--- src/rtl/if_id_hazard_stage_pkg.sv ---
// Shared definitions for the IF/ID pipeline register with load-use hazard detection:
// MIPS opcode constants, the NOP encoding and the stall FSM state type.
package if_id_hazard_stage_pkg;

  localparam logic [5:0] OP_RTYPE = 6'h00;
  localparam logic [5:0] OP_BEQ   = 6'h04;
  localparam logic [5:0] OP_BNE   = 6'h05;
  localparam logic [5:0] OP_SW    = 6'h2B;
  localparam logic [5:0] OP_SH    = 6'h29;
  localparam logic [5:0] OP_SB    = 6'h28;
  localparam logic [5:0] OP_LW    = 6'h23;

  localparam logic [31:0] NOP = 32'h0;

  // Width of the stall down-counter; it covers the legal STALL_CYCLES range of 1..15.
  localparam int STALL_CNT_W = 4;

  typedef enum logic {
    RUN   = 1'b0,
    STALL = 1'b1
  } state_t;

  // These instructions read rt as a source operand, not as a destination.
  function automatic logic reads_rt(input logic [5:0] opcode);
    return (opcode == OP_RTYPE) || (opcode == OP_BEQ) || (opcode == OP_BNE) ||
           (opcode == OP_SW)    || (opcode == OP_SH)  || (opcode == OP_SB);
  endfunction

endpackage

--- src/rtl/if_id_hazard_stage_hazard_detect.sv ---
// Combinational load-use hazard check between the instruction in ID and a load in EX.
module if_id_hazard_stage_hazard_detect
  import if_id_hazard_stage_pkg::*;
(
  input  logic [5:0] opcode,
  input  logic [4:0] rs,
  input  logic [4:0] rt,
  input  logic       valid,
  input  logic       ex_mem_read,
  input  logic [4:0] ex_rt,
  output logic       hazard
);

  logic uses_rt;

  assign uses_rt = reads_rt(opcode);

  // A load into $0 never produces a value that a consumer could wait on.
  assign hazard = valid && ex_mem_read && (ex_rt != 5'd0) &&
                  ((ex_rt == rs) || (uses_rt && (ex_rt == rt)));

endmodule

--- src/rtl/if_id_hazard_stage.sv ---
// IF/ID pipeline register: captures instruction and PC+4, holds and bubbles on
// load-use hazards, squashes on taken branches, and counts stall/flush events.
module if_id_hazard_stage
  import if_id_hazard_stage_pkg::*;
#(
  parameter int STALL_CYCLES = 1,
  parameter int CNT_W        = 16
) (
  input  logic             Clk,
  input  logic             Reset,
  input  logic [31:0]      IF_Instruction,
  input  logic [31:0]      IF_PCAddResult,
  input  logic             EX_MemRead,
  input  logic [4:0]       EX_Instruction16_20,
  input  logic             Flush,
  output logic [31:0]      ID_Instruction,
  output logic [31:0]      ID_PCAddResult,
  output logic             ID_Valid,
  output logic             PCWrite,
  output logic             ID_Bubble,
  output logic [CNT_W-1:0] StallCount,
  output logic [CNT_W-1:0] FlushCount
);

  state_t                 state;
  logic [STALL_CNT_W-1:0] cnt;
  logic                   hazard;
  logic                   bubble;

  if_id_hazard_stage_hazard_detect u_hazard_detect (
    .opcode      (ID_Instruction[31:26]),
    .rs          (ID_Instruction[25:21]),
    .rt          (ID_Instruction[20:16]),
    .valid       (ID_Valid),
    .ex_mem_read (EX_MemRead),
    .ex_rt       (EX_Instruction16_20),
    .hazard      (hazard)
  );

  // NOTE: every always_comb output gets a default first so no latch is inferred.
  always_comb begin
    bubble = 1'b0;
    if (!Flush) bubble = (state == STALL) || hazard;
  end

  // Flush wins over any stall so the PC is free to load the branch target.
  assign ID_Bubble = bubble;
  assign PCWrite   = !bubble;

  // NOTE: sequential state uses non-blocking assignments only, so every register
  // samples the pre-edge values regardless of statement order.
  always_ff @(posedge Clk or posedge Reset) begin
    if (Reset) begin
      ID_Instruction <= NOP;
      ID_PCAddResult <= 32'h0;
      ID_Valid       <= 1'b0;
      state          <= RUN;
      cnt            <= '0;
    end else if (Flush) begin
      // Keep the PC+4 of the squashed slot; only the instruction is killed.
      ID_Instruction <= NOP;
      ID_Valid       <= 1'b0;
      ID_PCAddResult <= IF_PCAddResult;
      state          <= RUN;
      cnt            <= '0;
    end else begin
      case (state)
        RUN: begin
          if (hazard) begin
            if (STALL_CYCLES > 1) begin
              state <= STALL;
              cnt   <= STALL_CNT_W'(STALL_CYCLES - 1);
            end
          end else begin
            ID_Instruction <= IF_Instruction;
            ID_PCAddResult <= IF_PCAddResult;
            ID_Valid       <= 1'b1;
          end
        end
        STALL: begin
          // The hazard is not re-checked here; the hold length is fixed by memory latency.
          cnt <= cnt - 1'b1;
          if (cnt == STALL_CNT_W'(1)) state <= RUN;
        end
        default: state <= RUN;
      endcase
    end
  end

  always_ff @(posedge Clk or posedge Reset) begin
    if (Reset) begin
      StallCount <= '0;
      FlushCount <= '0;
    end else begin
      if (bubble && (StallCount != '1)) StallCount <= StallCount + 1'b1;
      if (Flush && (FlushCount != '1)) FlushCount <= FlushCount + 1'b1;
    end
  end

endmodule

--- config.mk ---
export PLATFORM = sky130hd
export DESIGN_NAME = if_id_hazard_stage
export DESIGN_NICKNAME = d
export VERILOG_FILES = /design/src/rtl/if_id_hazard_stage_pkg.sv /design/src/rtl/if_id_hazard_stage_hazard_detect.sv /design/src/rtl/if_id_hazard_stage.sv
export SDC_FILE = /design/constraint.sdc
export NUM_CORES = 1
export LEC_CHECK = 0
export ABC_AREA = 1
export BUFFER_PORTS_ARGS = -buffer_cell sky130_fd_sc_hd__clkbuf_2
export CAP_MARGIN = 5
export CORE_ASPECT_RATIO = 1.4
export CORE_MARGIN = 2
export CORE_UTILIZATION = 50
export CTS_CLUSTER_SIZE = 24
export DETAILED_ROUTE_END_ITERATION = 10
export GPL_TIMING_DRIVEN = 0
export HOLD_SLACK_MARGIN = 0.05
export PLACE_DENSITY = 0.86
export SYNTH_ARGS = -nofsm -noshare
export SYNTH_HDL_FRONTEND = slang
export SYNTH_SLANG_ARGS = --single-unit
--- constraint.sdc ---
create_clock -name Clk -period 4.45 [get_ports Clk]
set_input_delay 0.89 -clock Clk [delete_from_list [all_inputs] [get_ports Clk]]
set_output_delay 0.89 -clock Clk [all_outputs]
set_load 0.05 [all_outputs]
==> impl_metrics.yaml, run 1 <==
outcome:
  status: "completed"
global_route:
  grt_pass1_vias: 4250
  grt_max_degree: 66
  globalRouteTotalUtil_pct: 24.4
  grt_pass1_wl_um: 19900
  met1_usage_pct: 31.2
  busiest_layer: "met2"
  grt_overflow: 0
  met3_usage_pct: 4.44
  antenna_found_initial: 0
  use_met2_pct: 41.3
worst_setup_path:
  rrSetupSlack_ns: 2.45
  end_kind: "output port"
  cp_cell_sequence: "clkbuf_2 > inv_2 > nand2_1 > nand2_1 > nor2_1 > nand3_1 > o21ai_1 > nand2_2 > nand2_4 > buf_6 > buf_6 > clkbuf_2"
  ff2ff_path_depth: 8
  startpoint_type: "input pin"
  crit_type: "input pin to output port"
  slowest_delay_ns: 0.28
  arrival_ns: 2.40
  r2r_start: "StallCount[0]"
  crit_required_ns: 3.56
  reg2reg_to: "StallCount[9]"
  path_delay_family: "buffers and inverters"
  critPathBufInv: 5
  cpMaxStageDelayCell: "clkbuf_2"
  critPathMaxFanout: 10
  cp-endpoint: "ID_Bubble"
  worst-path-stages: 12
  startpoint: "EX_Instruction16_20[3]"
power_and_ir_drop:
  clockPowerShare_pct: 31.5
  p_per_area_mw_per_mm2: 375
  p_leak_nw: 3.39
  swShare_pct: 34.2
  p_comb_share_pct: 21.0
  p_sw_mw: 0.773
  p_seq_share_pct: 47.5
  ir_drop_mv: 0.317
  internal-power_mw: 1.49
clock_tree:
  ctsHtreeMaxLevel: 3
  post_cts_resized: 0
  cts_tree: "done"
  postCtsHoldBufs: 0
  cts_setup_buffers: 0
  cts_buffers: 9
  clock_latency_ns: 0.34
  clock_path_buffers: 2
  clk_pin_slew_worst_paths_ns: 0.06
  clock-sinks: 102
  cts_root_buf: "clkbuf_16"
synthesis:
  synth_common_cells: "nand2_1 (261), dfrtp_1 (102), nand3_1 (62)"
  seq_area_frac_synth_pct: 53.7
  ys_ff_latch: 102
  synth_area_leaders: "dfrtp_1 (54%), nand2_1 (21%), nand3_1 (6.5%), xor2_1 (3.5%), nor2_1 (2.6%)"
  yosys_most_used_dff: "dfrtp_1"
  synth_cells: 576
  async_flop_share_pct: 100
  syn-num-nets: 653
  synth_top_area_share_pct: 53.7
  synth_edf_count: 0
  avgSynthCellArea_um2: 8.25
  netlist_area_mm2: 0.00475
  ys.warnings.count: 0
  synth_top_area_cell: "dfrtp_1"
  synth.distinct_cells: 27
  yosysMostFrequentCell: "nand2_1"
place:
  dp_hpwl_um: 9550
  place_congestion: 0.893
  numPortBuffers: 171
  place_area_mm2: 0.00578
  post-place-ws_ns: 1.16
worst_hold_path:
  min_path_type: "flip-flop to flip-flop"
die:
  start_util_pct: 50.8
  ios: 172
  num_rows: 42
  core_mm2: 0.00935
  fp.dieW_um: 86.4
  die-area_mm2: 0.0103
  dieHeight_um: 119
finish:
  antenna_cells_inserted: 0
  final_util_pct: 64.6
  design_area_mm2: 0.00604
  drive_above_1_share_pct: 27.5
  area_delta_synth_final_pct: 27.2
  final_net_count: 836
sta:
  clock.fmax_mhz: 304
  rsz0062_at_grt: "no"
  hold_viol_final: 0
  worst_pin_slew_ns: 0.489
  setup_viol: 0
  min_period_over_period_pct: 74.0
  clock_skew_ns: 0.00854
  setup_tns_ns: 0
  finalMaxSlewViolations: 0
  worst_slack_ns: 1.16
  slew_headroom_pct: 67.4
  fin_crit_ns: 3.29
drt:
  drt_first_pass_iters: 4
  drc: 0
  ant_nets: 0
  wl_per_cell_um: 14.2
  totalWireLength_um: 12400
  via_per_inst: 5.14
  drt_iter0_drc: 170
  routed-via-count: 4496
job:
  maxCapViolations: 0
worst min-delay path by stage:
stage | startpoint | end | slack (ns) | cells past startpoint
floorplan | cnt[1] | cnt[1] | 0.45 | 2
global placement | ID_Instruction[3] | ID_Instruction[3] | 0.46 | 2
detailed placement | ID_Instruction[11] | ID_Instruction[11] | 0.46 | 2
CTS | ID_Instruction[11] | ID_Instruction[11] | 0.48 | 2
global route | ID_Instruction[5] | ID_Instruction[5] | 0.50 | 2
finish | ID_Instruction[11] | ID_Instruction[11] | 0.47 | 2
layer usage:
metal	share of wire [%]	wire, um
met3	6.4	795
met4	2.1	263
met5	0	0
met2	50	6250
met1	41	5100
metrics by stage:
step	hold WS, ns	power [mW]	cells
3_5_place_dp	0.460	1.57	858
4_1_cts	0.476	2.29	874
6_report	0.474	2.26	874
2_1_floorplan	0.453	1.41	576
3_3_place_gp	0.456	1.55	857
5_1_grt	0.502	2.37	874
cell families (layout without fill, tap and decap cells):
logic type	count (synthesis)	count (layout)	share of synthesized area, %
AO/OA/AOI/OAI	12	12	1.34
buffers and inverters	49	237	5.24
AND/OR/NAND/NOR	378	378	32.9
XOR/XNOR	31	31	5.71
flip-flops	102	102	53.7
adder cells (fa/ha/maj)	4	4	1.05
registers in the layout, summed over array words and instances, names as in the netlist:
| name | count |
|---|---|
| ID_Instruction | 32 |
| StallCount | 16 |
| state | 1 |
| ID_Valid | 1 |
| ID_PCAddResult | 32 |
| FlushCount | 16 |
| cnt | 4 |
power by group through the flow:
stage               Combinational [mW]  Sequential [mW]  Clock, mW
floorplan                        0.114             1.30          0
global placement                 0.463             1.09          0
finish                           0.476             1.08      0.713
detailed placement               0.480             1.09          0
CTS                              0.480             1.07      0.736
global route                     0.508             1.08      0.776
worst register-to-register path, delay by kind of cell, from the launching register on:
| kind | cells | cell delay [ns] |
|---|---|---|
| and+or+nand+nor | 6 | 1.00 |
| buffers and inverters | 1 | 0.19 |
| adders and majority gates | 1 | 0.26 |
| DFF | 1 | 0.50 |
cell type report:
class	count	area (um^2)
Tap cell	110	138
Clock buffer	11	233
Sequential cell	102	2550
Multi-Input combinational cell	425	1950
Clock inverter	5	36.3
Inverter	28	108
Buffer	21	144
Timing Repair Buffer	172	883
Fill cell	786	3310
layout by cell type, fill, tap and decap left out, drive strengths merged, types with 3 or more instances in the layout:
cell	count
ha	4
o21ai	8
nor3	7
dfrtp	102
nand4	7
clkinvlp	3
inv	28
nand3	63
nor2	33
buf	16
nand2	264
clkbuf	188
xnor2	12
xor2	19
Note: power is estimated with default switching activity, not from simulation.
==> run 2: changes to the inputs <==
--- a/config.mk
+++ b/config.mk
@@ -5,17 +5,17 @@
 export SDC_FILE = /design/constraint.sdc
 export NUM_CORES = 1
 export LEC_CHECK = 0
-export ABC_AREA = 1
+export ABC_AREA = 0
 export BUFFER_PORTS_ARGS = -buffer_cell sky130_fd_sc_hd__clkbuf_2
 export CAP_MARGIN = 5
 export CORE_ASPECT_RATIO = 1.4
 export CORE_MARGIN = 2
-export CORE_UTILIZATION = 50
+export CORE_UTILIZATION = 44
 export CTS_CLUSTER_SIZE = 24
 export DETAILED_ROUTE_END_ITERATION = 10
 export GPL_TIMING_DRIVEN = 0
 export HOLD_SLACK_MARGIN = 0.05
-export PLACE_DENSITY = 0.86
+export PLACE_DENSITY = 0.83
 export SYNTH_ARGS = -nofsm -noshare
 export SYNTH_HDL_FRONTEND = slang
 export SYNTH_SLANG_ARGS = --single-unit
==> constraint.sdc (replaced) <==
create_clock -name Clk -period 2.9 [get_ports Clk]
set_input_delay 0.58 -clock Clk [delete_from_list [all_inputs] [get_ports Clk]]
set_output_delay 0.58 -clock Clk [all_outputs]
set_load 0.05 [all_outputs]
==> run 2 against run 1 <==
Against the previous run:
- non-clock buffer count fell by 5
- sequential share of layout area rose by 3.4 points
- combinational power rose by 60%
- routed wire length fell by 17%
- critical endpoint is now PCWrite
- largest cell class unchanged
==> impl_metrics.yaml, run 2 <==
worst_setup_path:
  slowest_delay_ns: 0.41
  startpoint_type: "flip-flop"
  crit_type: "flip-flop to output port"
  worst-path-stages: 7
  end_kind: "output port"
  cp_cell_sequence: "xor2_1 > a2111oi_2 > nand4_1 > and2_1 > buf_6 > buf_4 > clkbuf_8"
  cpMaxStageDelayCell: "dfrtp_1"
  arrival_ns: 2.22
  crit_required_ns: 2.32
  ff2ff_path_depth: 9
  critPathBufInv: 3
  critPathMaxFanout: 19
  path_delay_family: "buffers and inverters"
die:
  start_util_pct: 45.2
  fp.dieW_um: 87.3
  num_rows: 42
  die-area_mm2: 0.0105
  dieHeight_um: 121
  ios: 172
  core_mm2: 0.00946
place:
  place_congestion: 0.752
  dp_hpwl_um: 7720
  place_area_mm2: 0.00531
  dp_cells: 686
  post-place-ws_ns: -0.387
  numPortBuffers: 171
synthesis:
  yosysMostFrequentCell: "nand2_1"
  yosys_most_used_dff: "dfrtp_1"
  seq_area_frac_synth_pct: 59.7
  synth_edf_count: 0
  synth_area_leaders: "dfrtp_1 (60%), nand2_1 (9.5%), a22o_1 (6.6%), xor2_1 (4.5%), xnor2_1 (3.5%)"
  synth_top_area_share_pct: 59.7
  avgSynthCellArea_um2: 10.6
  netlist_area_mm2: 0.00427
  ys_ff_latch: 102
  syn-num-nets: 480
  synth.distinct_cells: 35
  async_flop_share_pct: 100
  synth_top_area_cell: "dfrtp_1"
  ys.warnings.count: 0
  synth_cells: 403
  synth_common_cells: "nand2_1 (108), dfrtp_1 (102), a22o_1 (32)"
drt:
  via_per_inst: 5.22
  drc: 0
  wl_per_cell_um: 14.8
  totalWireLength_um: 10300
  ant_nets: 0
  drt_iter0_drc: 135
  routed-via-count: 3654
  drt_first_pass_iters: 5
clock_tree:
  clk_pin_slew_worst_paths_ns: 0.07
  ctsHtreeMaxLevel: 3
  clock_path_buffers: 2
  cts_root_buf: "clkbuf_16"
  cts_tree: "done"
  clock_latency_ns: 0.33
  clock-sinks: 102
  cts_buffers: 9
global_route:
  grt_pass1_wl_um: 16800
  grt_overflow: 0
  globalRouteTotalUtil_pct: 20.1
  antenna_found_initial: 0
  grt_pass1_vias: 3589
  grt_max_degree: 40
sta:
  worst_pin_slew_ns: 0.696
  finalMaxSlewViolations: 0
  clock_skew_ns: 0.00813
  fin_crit_ns: 2.80
  hold_viol_final: 0
  clock.fmax_mhz: 357
  slew_headroom_pct: 53.5
  setup_tns_ns: 0
  rsz0062_at_grt: "no"
  worst_slack_ns: 0.103
  min_period_over_period_pct: 96.5
  setup_viol: 0
power_and_ir_drop:
  p_leak_nw: 3.04
  p_per_area_mw_per_mm2: 629
  ir_drop_mv: 0.325
finish:
  top_regs: "ID_Instruction x32, ID_PCAddResult x32"
  final_cells: 700
  final_util_pct: 59.2
  area_delta_synth_final_pct: 31.0
  design_area_mm2: 0.00560
  layout_commonest_cell: "clkbuf_2"
  antenna_cells_inserted: 0
  drive_above_1_share_pct: 34.2
  layout_common_cells: "clkbuf_2 (169), nand2_1 (108), dfrtp_1 (102)"
  final_net_count: 662
job:
  maxCapViolations: 0
outcome:
  status: "completed"
worst_hold_path:
  min_path_type: "input pin to asynchronous set/reset pin"
## run 2: power by group
group          switching, mW  total (mW)  internal (mW)
Sequential             0.122        1.65           1.53
Clock                  0.507        1.11          0.602
Combinational          0.560       0.760          0.200
## run 2: path summary, 6_finish.rpt
path,start,end,slack [ns]
hold / removal,Reset,ID_Instruction[12],0.34
setup / recovery,ID_Instruction[16],PCWrite,0.10
min in group Clk,IF_PCAddResult[0],ID_PCAddResult[0],0.43
hold reg to reg,ID_PCAddResult[1],ID_PCAddResult[1],0.47
max in group asynchronous,Reset,StallCount[6],1.94
setup reg to reg,ID_Instruction[16],StallCount[9],0.60
## run 2: repair_timing
item                       in CTS  in global routing
buffers inserted                0                  0
setup endpoints to repair       2                  2
hold buffers                    0                  0
resized for setup               6                  3
gates cloned                    0                  0
pin swaps                       0                  2
## run 2: metal layers
| metal | GRT usage [%] | wire length (um) | up-vias |
|---|---|---|---|
| met3 | 4.44 | 675 | 11 |
| met2 | 34.1 | 5270 | 146 |
| met4 | 6.44 | 135 | 0 |
| li1 | - | - | 1725 |
| met5 | 0 | 0 | - |
| met1 | 25.2 | 4260 | 1772 |
## run 2: cell type report
class,count,area [um^2]
plain buffers,15,72.6
clock inverters,6,36.3
inverters,11,47.5
well taps,110,138
flip-flops and latches,102,2550
repair buffers,173,911
multi-input cells,273,1600
fillers,784,3860
clock buffers,10,239
## run 2: per-stage QoR
step	hold slack, ns	power [mW]
floorplan	0.511	2.19
global placement	0.459	2.40
detailed placement	0.463	2.43
CTS	0.347	3.55
global route	0.386	3.68
finish	0.339	3.52
## run 2: kinds of logic (layout without fill, tap and decap cells)
family | count (synthesis) | after routing | synth area share [%]
AO/OA/AOI/OAI | 43 | 43 | 8.35
XOR/XNOR | 39 | 39 | 7.99
adder cells (fa/ha/maj) | 4 | 4 | 1.17
buffers and inverters | 28 | 215 | 2.75
flip-flops | 102 | 102 | 59.7
multiplexers | 4 | 4 | 1.05
AND/OR/NAND/NOR | 183 | 183 | 18.9
